===== src/rtl/josh_pkg.sv =====
// ---------------------------------------------------------------------------
// josh_pkg
// Shared definitions for the J.O.S.H. datapath control blocks.
//   - state_t   : frame scheduler state encoding (3 bits, also shown on LEDR)
//   - COORD_W   : pixel coordinate width
//   - COLOUR_W  : pixel colour width
//   - DEF_SCREEN_W / DEF_SCREEN_H : default clear-region size
// ---------------------------------------------------------------------------
package josh_pkg;

    localparam int COORD_W      = 8;
    localparam int COLOUR_W     = 3;
    localparam int DEF_SCREEN_W = 160;
    localparam int DEF_SCREEN_H = 120;

    typedef enum logic [2:0] {
        S_IDLE  = 3'd0,
        S_CLEAR = 3'd1,
        S_WAIT  = 3'd2,
        S_PHYS  = 3'd3,
        S_SHIFT = 3'd4,
        S_WALL  = 3'd5,
        S_DUDE  = 3'd6,
        S_OVER  = 3'd7
    } state_t;

endpackage


===== src/rtl/frame_ticker.sv =====
// ---------------------------------------------------------------------------
// frame_ticker
// Free-running wrap counter that produces the frame tick.
//   clk       : system clock
//   reset     : asynchronous active-high reset
//   i_enable  : count while high, hold while low
//   i_restart : force the count back to 0 (takes priority over counting)
//   o_tick    : high for the one cycle in which the count wraps
// ---------------------------------------------------------------------------
module frame_ticker #(
    parameter int CYCLES = 833333
) (
    input  logic clk,
    input  logic reset,
    input  logic i_enable,
    input  logic i_restart,
    output logic o_tick
);

    localparam int W = (CYCLES > 1) ? $clog2(CYCLES) : 1;
    localparam logic [W-1:0] LAST = W'(CYCLES - 1);

    logic [W-1:0] r_count;
    logic         w_atLast;

    assign w_atLast = (r_count == LAST);

    // The tick is qualified with enable so a frozen counter sitting on its
    // last value does not keep firing.
    assign o_tick = i_enable && !i_restart && w_atLast;

    // Counts 0..CYCLES-1 and wraps; restart re-aligns the frame phase.
    always_ff @(posedge clk or posedge reset) begin
        if (reset) begin
            r_count <= '0;
        end else if (i_restart) begin
            r_count <= '0;
        end else if (i_enable) begin
            r_count <= w_atLast ? '0 : r_count + 1'b1;
        end
    end

endmodule


===== src/rtl/frame_scheduler.sv =====
// ---------------------------------------------------------------------------
// frame_scheduler
// Sequences one game frame: clear the screen when the game starts, then on
// each frame tick run physics, shift walls, draw walls and draw the dude.
// Owns the single VGA plot port and grants it to one pixel source at a time.
//   clk, reset                 : clock, asynchronous active-high reset
//   go, endgame                : run switch level, game-over level
//   phys_start / phys_done     : physics handshake (one-cycle pulses)
//   shift_start / shift_done   : wall shift handshake (one-cycle pulses)
//   wall_* / wall_ready        : wall pixel stream (valid/ready, last)
//   dude_* / dude_ready        : dude pixel stream (valid/ready, last)
//   plot, plot_x/y/colour      : registered VGA write port
//   state                      : current state, debug LEDs
//   frame_count                : completed frames, wraps
//   overrun                    : sticky, a tick arrived outside S_WAIT
// ---------------------------------------------------------------------------
module frame_scheduler
    import josh_pkg::*;
#(
    parameter int                    FRAME_CYCLES = 833333,
    parameter int                    SCREEN_W     = DEF_SCREEN_W,
    parameter int                    SCREEN_H     = DEF_SCREEN_H,
    parameter logic [COLOUR_W-1:0]   CLEAR_COLOUR = 3'b000
) (
    input  logic                clk,
    input  logic                reset,
    input  logic                go,
    input  logic                endgame,
    output logic                phys_start,
    input  logic                phys_done,
    output logic                shift_start,
    input  logic                shift_done,
    input  logic                wall_valid,
    input  logic                wall_last,
    input  logic [COORD_W-1:0]  wall_x,
    input  logic [COORD_W-1:0]  wall_y,
    input  logic [COLOUR_W-1:0] wall_colour,
    output logic                wall_ready,
    input  logic                dude_valid,
    input  logic                dude_last,
    input  logic [COORD_W-1:0]  dude_x,
    input  logic [COORD_W-1:0]  dude_y,
    input  logic [COLOUR_W-1:0] dude_colour,
    output logic                dude_ready,
    output logic                plot,
    output logic [COORD_W-1:0]  plot_x,
    output logic [COORD_W-1:0]  plot_y,
    output logic [COLOUR_W-1:0] plot_colour,
    output logic [2:0]          state,
    output logic [15:0]         frame_count,
    output logic                overrun
);

    localparam logic [COORD_W-1:0] LAST_X = COORD_W'(SCREEN_W - 1);
    localparam logic [COORD_W-1:0] LAST_Y = COORD_W'(SCREEN_H - 1);

    state_t               r_state;
    logic                 r_physStart;
    logic                 r_shiftStart;
    logic                 r_plot;
    logic [COORD_W-1:0]   r_plotX;
    logic [COORD_W-1:0]   r_plotY;
    logic [COLOUR_W-1:0]  r_plotColour;
    logic [15:0]          r_frameCount;
    logic                 r_overrun;
    logic [COORD_W-1:0]   r_clearX;
    logic [COORD_W-1:0]   r_clearY;

    logic w_tick;
    logic w_tickEnable;
    logic w_tickRestart;
    logic w_abort;
    logic w_wallFire;
    logic w_dudeFire;

    // Dropping go mid-frame abandons the frame from any working state.
    assign w_abort = !go && (r_state != S_IDLE) && (r_state != S_OVER);

    // Ready follows the state; it is also masked by go so that a stream
    // being abandoned loses its grant in the very cycle go falls, and no
    // beat is accepted that would never reach the plot port.
    assign wall_ready = (r_state == S_WALL) && go;
    assign dude_ready = (r_state == S_DUDE) && go;
    assign w_wallFire = wall_valid && wall_ready;
    assign w_dudeFire = dude_valid && dude_ready;

    assign w_tickEnable  = (r_state != S_IDLE) && (r_state != S_OVER);
    assign w_tickRestart = (r_state == S_IDLE) && go;

    frame_ticker #(
        .CYCLES   (FRAME_CYCLES)
    ) u_ticker (
        .clk       (clk),
        .reset     (reset),
        .i_enable  (w_tickEnable),
        .i_restart (w_tickRestart),
        .o_tick    (w_tick)
    );

    // Frame sequencer. All outputs are registered here; start pulses and
    // plot default low each cycle and are raised only on the cycle that
    // produces them. A tick seen anywhere but S_WAIT is discarded and
    // latched as an overrun.
    always_ff @(posedge clk or posedge reset) begin
        if (reset) begin
            r_state      <= S_IDLE;
            r_physStart  <= 1'b0;
            r_shiftStart <= 1'b0;
            r_plot       <= 1'b0;
            r_plotX      <= '0;
            r_plotY      <= '0;
            r_plotColour <= '0;
            r_frameCount <= '0;
            r_overrun    <= 1'b0;
            r_clearX     <= '0;
            r_clearY     <= '0;
        end else begin
            r_plot       <= 1'b0;
            r_physStart  <= 1'b0;
            r_shiftStart <= 1'b0;

            if (w_tick && (r_state != S_WAIT)) begin
                r_overrun <= 1'b1;
            end

            if (w_abort) begin
                r_state  <= S_IDLE;
                r_clearX <= '0;
                r_clearY <= '0;
            end else begin
                case (r_state)
                    S_IDLE: begin
                        r_clearX <= '0;
                        r_clearY <= '0;
                        if (go) begin
                            r_state <= S_CLEAR;
                        end
                    end

                    S_CLEAR: begin
                        r_plot       <= 1'b1;
                        r_plotX      <= r_clearX;
                        r_plotY      <= r_clearY;
                        r_plotColour <= CLEAR_COLOUR;
                        if (r_clearX == LAST_X) begin
                            r_clearX <= '0;
                            if (r_clearY == LAST_Y) begin
                                r_clearY <= '0;
                                r_state  <= S_WAIT;
                            end else begin
                                r_clearY <= r_clearY + 1'b1;
                            end
                        end else begin
                            r_clearX <= r_clearX + 1'b1;
                        end
                    end

                    S_WAIT: begin
                        if (w_tick) begin
                            r_state     <= S_PHYS;
                            r_physStart <= 1'b1;
                        end
                    end

                    S_PHYS: begin
                        if (phys_done) begin
                            if (endgame) begin
                                r_state <= S_OVER;
                            end else begin
                                r_state      <= S_SHIFT;
                                r_shiftStart <= 1'b1;
                            end
                        end
                    end

                    S_SHIFT: begin
                        if (shift_done) begin
                            r_state <= endgame ? S_OVER : S_WALL;
                        end
                    end

                    S_WALL: begin
                        if (w_wallFire) begin
                            r_plot       <= 1'b1;
                            r_plotX      <= wall_x;
                            r_plotY      <= wall_y;
                            r_plotColour <= wall_colour;
                            if (wall_last) begin
                                r_state <= S_DUDE;
                            end
                        end
                    end

                    S_DUDE: begin
                        if (w_dudeFire) begin
                            r_plot       <= 1'b1;
                            r_plotX      <= dude_x;
                            r_plotY      <= dude_y;
                            r_plotColour <= dude_colour;
                            if (dude_last) begin
                                r_state      <= S_WAIT;
                                r_frameCount <= r_frameCount + 1'b1;
                            end
                        end
                    end

                    S_OVER: begin
                        if (!go) begin
                            r_state <= S_IDLE;
                        end
                    end

                    default: begin
                        r_state <= S_IDLE;
                    end
                endcase
            end
        end
    end

    assign state       = r_state;
    assign phys_start  = r_physStart;
    assign shift_start = r_shiftStart;
    assign plot        = r_plot;
    assign plot_x      = r_plotX;
    assign plot_y      = r_plotY;
    assign plot_colour = r_plotColour;
    assign frame_count = r_frameCount;
    assign overrun     = r_overrun;

endmodule


===== config.mk =====
export PLATFORM = sky130hd
export DESIGN_NAME = frame_scheduler
export DESIGN_NICKNAME = d
export VERILOG_FILES = /design/src/rtl/josh_pkg.sv /design/src/rtl/frame_ticker.sv /design/src/rtl/frame_scheduler.sv
export SDC_FILE = /design/constraint.sdc
export NUM_CORES = 1
export LEC_CHECK = 0
export BUFFER_PORTS_ARGS = -buffer_cell sky130_fd_sc_hd__buf_2
export CAP_MARGIN = 0
export CORE_MARGIN = 3
export CORE_UTILIZATION = 46
export CTS_BUF_LIST = sky130_fd_sc_hd__clkbuf_4 sky130_fd_sc_hd__clkbuf_8
export DETAILED_ROUTE_END_ITERATION = 10
export GPL_ROUTABILITY_DRIVEN = 0
export PLACE_DENSITY = 0.71
export SLEW_MARGIN = 20
export SYNTH_ARGS = -nofsm -noshare
export SYNTH_HDL_FRONTEND = slang
export SYNTH_SLANG_ARGS = --single-unit

===== constraint.sdc =====
create_clock -name clk -period 3.3 [get_ports clk]
set_clock_uncertainty 0.05 [all_clocks]
set_input_delay 0.825 -clock clk [delete_from_list [all_inputs] [get_ports clk]]
set_output_delay 0.825 -clock clk [all_outputs]
set_load 0.05 [all_outputs]

**Word level (Yosys, flattened, before mapping)**

Cells that the tools add are included.

- Logic and storage cells: 109
- Register bits: 78
- Output and inout bits: 44

- Reductions and logical operators: 22
- Bitwise gates (word level): 1
- Mux-type cells: 45
- Add/sub/neg operators: 4
- Equality and inequality tests: 25

Operators with widths:

| cell | count |
|---|---|
| $mux 8 | 9 |
| $mux 20 | 3 |
| $pmux 8 s3 | 2 |
| $mux 3 | 14 |
| $ne 3x3->1 const B | 12 |
| $pmux 8 s2 | 2 |
| $pmux 3 s8 | 1 |
| $add 20x1->20 const B | 1 |
| $eq 20x20->1 const B | 1 |
| $add 16x1->16 const B | 1 |
| $add 8x1->8 const B | 2 |
| $eq 3x3->1 const B | 4 |
| $logic_and 1x1->1 | 11 |
| $reduce_and 11->1 | 1 |
| $mux 1 | 10 |
| $pmux 3 s3 | 1 |
| $reduce_bool 3->1 | 3 |
| $eq 8x7->1 const B | 1 |
| $eq 8x8->1 const B | 1 |
| $reduce_and 4->1 | 2 |
| $eq 3x2->1 const B | 2 |
| $mux 2 | 2 |
| $ne 2x2->1 const B | 2 |
| $eq 3x1->1 const B | 1 |
| 7 further kinds | 8 |

**Depth between registers and ports, before layout**

- Depth after elaboration: 8
- Gate-level depth with buffers: 9

**Modules after synthesis**

Synthesis repeated with hierarchy kept, for this count alone.

- Cells, all modules: 463
- Area, all modules: 4403.0 µm²

Modules (own cells, without submodules):

| module | times used | area each (µm²) | seq. area each (µm²) | cells an instance |
|---|---|---|---|---|
| frame_scheduler | 1 | 3165.5 | 1451.4 | 320 |
| frame_ticker | 1 | 1237.4 | 500.5 | 143 |

**Least setup slack after synthesis**

OpenSTA, ideal clock, no wires.

- Path type: reg-to-output
- From: register r_state[2], in the netlist state[2]
- To: output wall_ready
- Cell stages (with the launch flop): 5
- Data arrival time: 1.901 ns
- Path slack: 0.524 ns
- Buffers on the path: 2
- Cell sequence: dfrtp_1 > buf_2 > and3b_4 > clkbuf_1 > and2_1

- Cells in the longest elaborated chain, start to end: 2

RTL lines:

| what | line | RTL |
|---|---|---|
| start, declared | frame_scheduler.sv:57 | `state_t r_state;` |
| start signal, assigned | frame_scheduler.sv:178 | `r_state <= endgame ? S_OVER : S_WALL;` |
| $eq 3x3->1 | frame_scheduler.sv:82 | `assign wall_ready = (r_state == S_WALL) && go;` |
| $logic_and 1x1->1 | frame_scheduler.sv:82 |  |
| end, declared | frame_scheduler.sv:38 | `output logic wall_ready,` |

No other way between the ends.

**Worst setup path in the final report**

- From: register r_state[0], in the netlist state[0]
- To: output wall_ready

The elaborated chain is that of the path after synthesis.

==> flow_metrics.env <==
export IMPL_status="completed"
export IMPL_fp_dieW_um=102
export IMPL_core_area_um2=8810
export IMPL_ys_ff_latch=78
export IMPL_arrival_ps=1880
export IMPL_num_vias=3700
export IMPL_cts_made_buffers=9
export IMPL_viasPerCell=5.69
export IMPL_syn_to_final_growth_pct=18.2
export IMPL_cts_buffer_depth=2
export IMPL_setup_viol=0
export IMPL_ant_nets=0
export IMPL_grt_usage_pct=19.8
export IMPL_first_global_vias=3490
export IMPL_yosysSeqAreaShare_pct=46.4
export IMPL_leakagePower_nw=2.41
export IMPL_maxCapViolations=0
export IMPL_layout_min_cycle_time_ps=2760
export IMPL_holdPathStages=2
export IMPL_layout_drive_gt1_share_pct=24.2
export IMPL_wire_per_inst_um=15.2
export IMPL_worst_pin_slew_ps=935
export IMPL_power_density_nw_per_um2=679
export IMPL_cts_tree="yes"
export IMPL_antenna_found_initial=0
export IMPL_placed_area_um2=4740
export IMPL_worstPathMaxFanout=22
export IMPL_start_util_pct=47.7
export IMPL_cts_root_buf="clkbuf_8"
export IMPL_cts_resized=0
export IMPL_drc=0
export IMPL_hold_class="flop to flop"
export IMPL_setup_ws_ps=543
export IMPL_max_slew_margin_pct=37.7
export IMPL_die_h_um=102
export IMPL_final_period_utilization_pct=83.5
export IMPL_grt_max_degree=40
export IMPL_syn_avg_cell_area_um2=9.34
export IMPL_synthesis_nets=503
export IMPL_endpoint_kind="primary output"
export IMPL_insertion_delay_ps=350
export IMPL_synth_edff_count=0
export IMPL_die_area_um2=10300
export IMPL_hold_buffers=0
export IMPL_routed_wl_um=9890
export IMPL_critPathLaunchType="flop"
export IMPL_fmax_mhz=363
export IMPL_num_rows=34
export IMPL_rsz0062_at_grt="false"
export IMPL_fin_nets=590
export IMPL_h_tree_depth=3
export IMPL_hold_violations=0
export IMPL_path_cells="and3b_4 > and2_1 > buf_2"
export IMPL_synthArstFlopShare_pct=100
export IMPL_yosys_warnings=0
export IMPL_max_stage_delay_ps=630
export IMPL_drt_iter0_markers=160
export IMPL_postLayoutCellArea_um2=4970
export IMPL_worst_path_max_delay_cell="dfrtp_1"
export IMPL_crit_type="flop to primary output"
export IMPL_timing_setup_tns_ps=0
export IMPL_path_clk_slew_ps=80
export IMPL_cts_setup_buffers=0
export IMPL_ir_worst_vdd_mv=0.387
export IMPL_drt_pass1_iterations=5
export IMPL_cts_sinks=78
export IMPL_final_core_util_pct=56.4
export IMPL_diodes=0
export IMPL_pin_count=92
export IMPL_crit_required_ps=2420
export IMPL_synth_area_um2=4200
export IMPL_grt_pass1_wl_um=16500
export IMPL_io_buffers=91
export IMPL_synth_cell_types=62
export IMPL_place_ws_ps=807
export IMPL_postSynthCellCount=450
export IMPL_finalMaxSlewViolations=0
export IMPL_ys_flop_type="dfrtp_1"
export IMPL_place_hpwl_um=7120
export IMPL_grt_overflow=0
export IMPL_reg2reg_depth=5
-- metal layers --
| layer | GRT usage, % | share of wire (%) |
|---|---|---|
| met1 | 27.3 | 46 |
| met2 | 31.8 | 45 |
| met3 | 3.51 | 7.5 |
| met4 | 6.13 | 1.3 |
| met5 | 0 | 0 |
-- metrics by stage --
step           total power [mW]  instances  hold slack (ps)
6_report                   3.37        650              427
3_5_place_dp               2.58        634              416
5_1_grt                    3.59        650              458
2_1_floorplan              2.30        450              417
4_1_cts                    3.39        650              433
3_3_place_gp               2.54        634              404
-- cell usage after synthesis (all sizes together) (2+ instances only) --
| library cell | number | share of area, % |
|---|---|---|
| o41ai | 2 | 0.77 |
| and4 | 3 | 0.63 |
| a31oi | 13 | 1.9 |
| ha | 5 | 1.5 |
| nor3 | 6 | 1.3 |
| a22oi | 3 | 0.54 |
| a21oi | 32 | 3.9 |
| dfrtp | 78 | 46 |
| and2 | 6 | 0.89 |
| a31o | 2 | 0.42 |
| or4b | 2 | 0.66 |
| o32ai | 4 | 0.83 |
| nand2b | 5 | 0.74 |
| or3 | 2 | 0.30 |
| and3b | 2 | 0.51 |
| xnor2 | 11 | 2.3 |
| inv | 12 | 1.1 |
| nor3b | 3 | 0.54 |
| a22o | 18 | 3.8 |
| mux2 | 3 | 0.80 |
| nor4 | 5 | 0.74 |
| xor2 | 6 | 1.3 |
| or2b | 3 | 0.54 |
| o31ai | 2 | 0.36 |
| a21o | 5 | 0.89 |
| nand4 | 11 | 1.8 |
| nor2 | 21 | 1.9 |
| o21ai | 45 | 5.4 |
| o311ai | 2 | 0.42 |
| clkbuf | 10 | 0.92 |
| and4b | 2 | 0.48 |
| nand3 | 23 | 2.7 |
| mux2i | 6 | 1.4 |
| nand2 | 64 | 5.7 |
| and3 | 6 | 0.89 |
| buf | 12 | 1.8 |
-- power by group --
group | switching [mW] | internal [mW] | total (mW)
Clock | 0.344 | 0.462 | 0.805
Sequential | 0.198 | 1.11 | 1.30
Combinational | 0.851 | 0.413 | 1.26
Total | 1.39 | 1.98 | 3.37
-- cells in the final DEF (no fill, tap or decap), types with 4 or more instances in the layout --
| master | count |
|---|---|
| xnor2_1 | 11 |
| nand4_1 | 10 |
| nor2_1 | 21 |
| dfrtp_1 | 78 |
| nor3_1 | 4 |
| inv_1 | 11 |
| and3_1 | 6 |
| a22o_1 | 18 |
| xor2_1 | 6 |
| buf_2 | 91 |
| a21o_1 | 5 |
| o32ai_1 | 4 |
| a21oi_1 | 31 |
| nand2_1 | 64 |
| and2_1 | 5 |
| ha_1 | 5 |
| clkbuf_8 | 10 |
| nor4_1 | 5 |
| buf_4 | 6 |
| nand2b_1 | 5 |
| a31oi_1 | 13 |
| mux2i_1 | 6 |
| nand3_1 | 23 |
| o21ai_0 | 42 |
-- worst max-delay path: cells and delay by family, from the launching register on --
family,cells,cell delay [ps]
buf+inv,1,270
flops,1,630
simple gates,2,620
-- flip-flops by register name, summed over array words and instances (netlist names) --
signal            count
plot_x                8
state                 3
r_clearY              8
phys_start            1
shift_start           1
frame_count          16
u_ticker.r_count     20
overrun               1
r_clearX              8
plot_y                8
plot                  1
plot_colour           3
-- cells by family (layout without fill, tap and decap cells) --
| logic type | count (synthesis) | after routing | share of synthesized area [%] |
|---|---|---|---|
| simple gates | 170 | 170 | 21.5 |
| compound gates | 137 | 137 | 21.0 |
| flops | 78 | 78 | 46.4 |
| buf+inv | 34 | 126 | 3.78 |
| xor+xnor | 17 | 17 | 3.54 |
| mux | 9 | 9 | 2.23 |
| fa+ha+maj | 5 | 5 | 1.49 |
-- final cells by class --
cell class	instances	area [µm²]
clock inverter	4	70.1
multi-input combinational	338	2090
clock buffer	12	153
fill	787	3840
sequential	78	1950
tap	108	135
timing repair buffer	98	520
inverter	12	45.0
-- path summary, 6_finish.rpt --
check                                      start                               end  slack, ps
max                         state[0]$_DFFE_PP0P_                        wall_ready        540
min                        plot_y[5]$_DFFE_PP0P_             plot_y[5]$_DFFE_PP0P_        430
max reg2reg                 state[0]$_DFFE_PP0P_  u_ticker.r_count[12]$_DFFE_PP0P_        850
min reg2reg                plot_y[5]$_DFFE_PP0P_             plot_y[5]$_DFFE_PP0P_        430
max in group asynchronous                  reset        frame_count[2]$_DFFE_PP0P_       2030
min in group asynchronous                  reset       frame_count[11]$_DFFE_PP0P_        500
No activity file was read; power rests on OpenSTA's default activity.
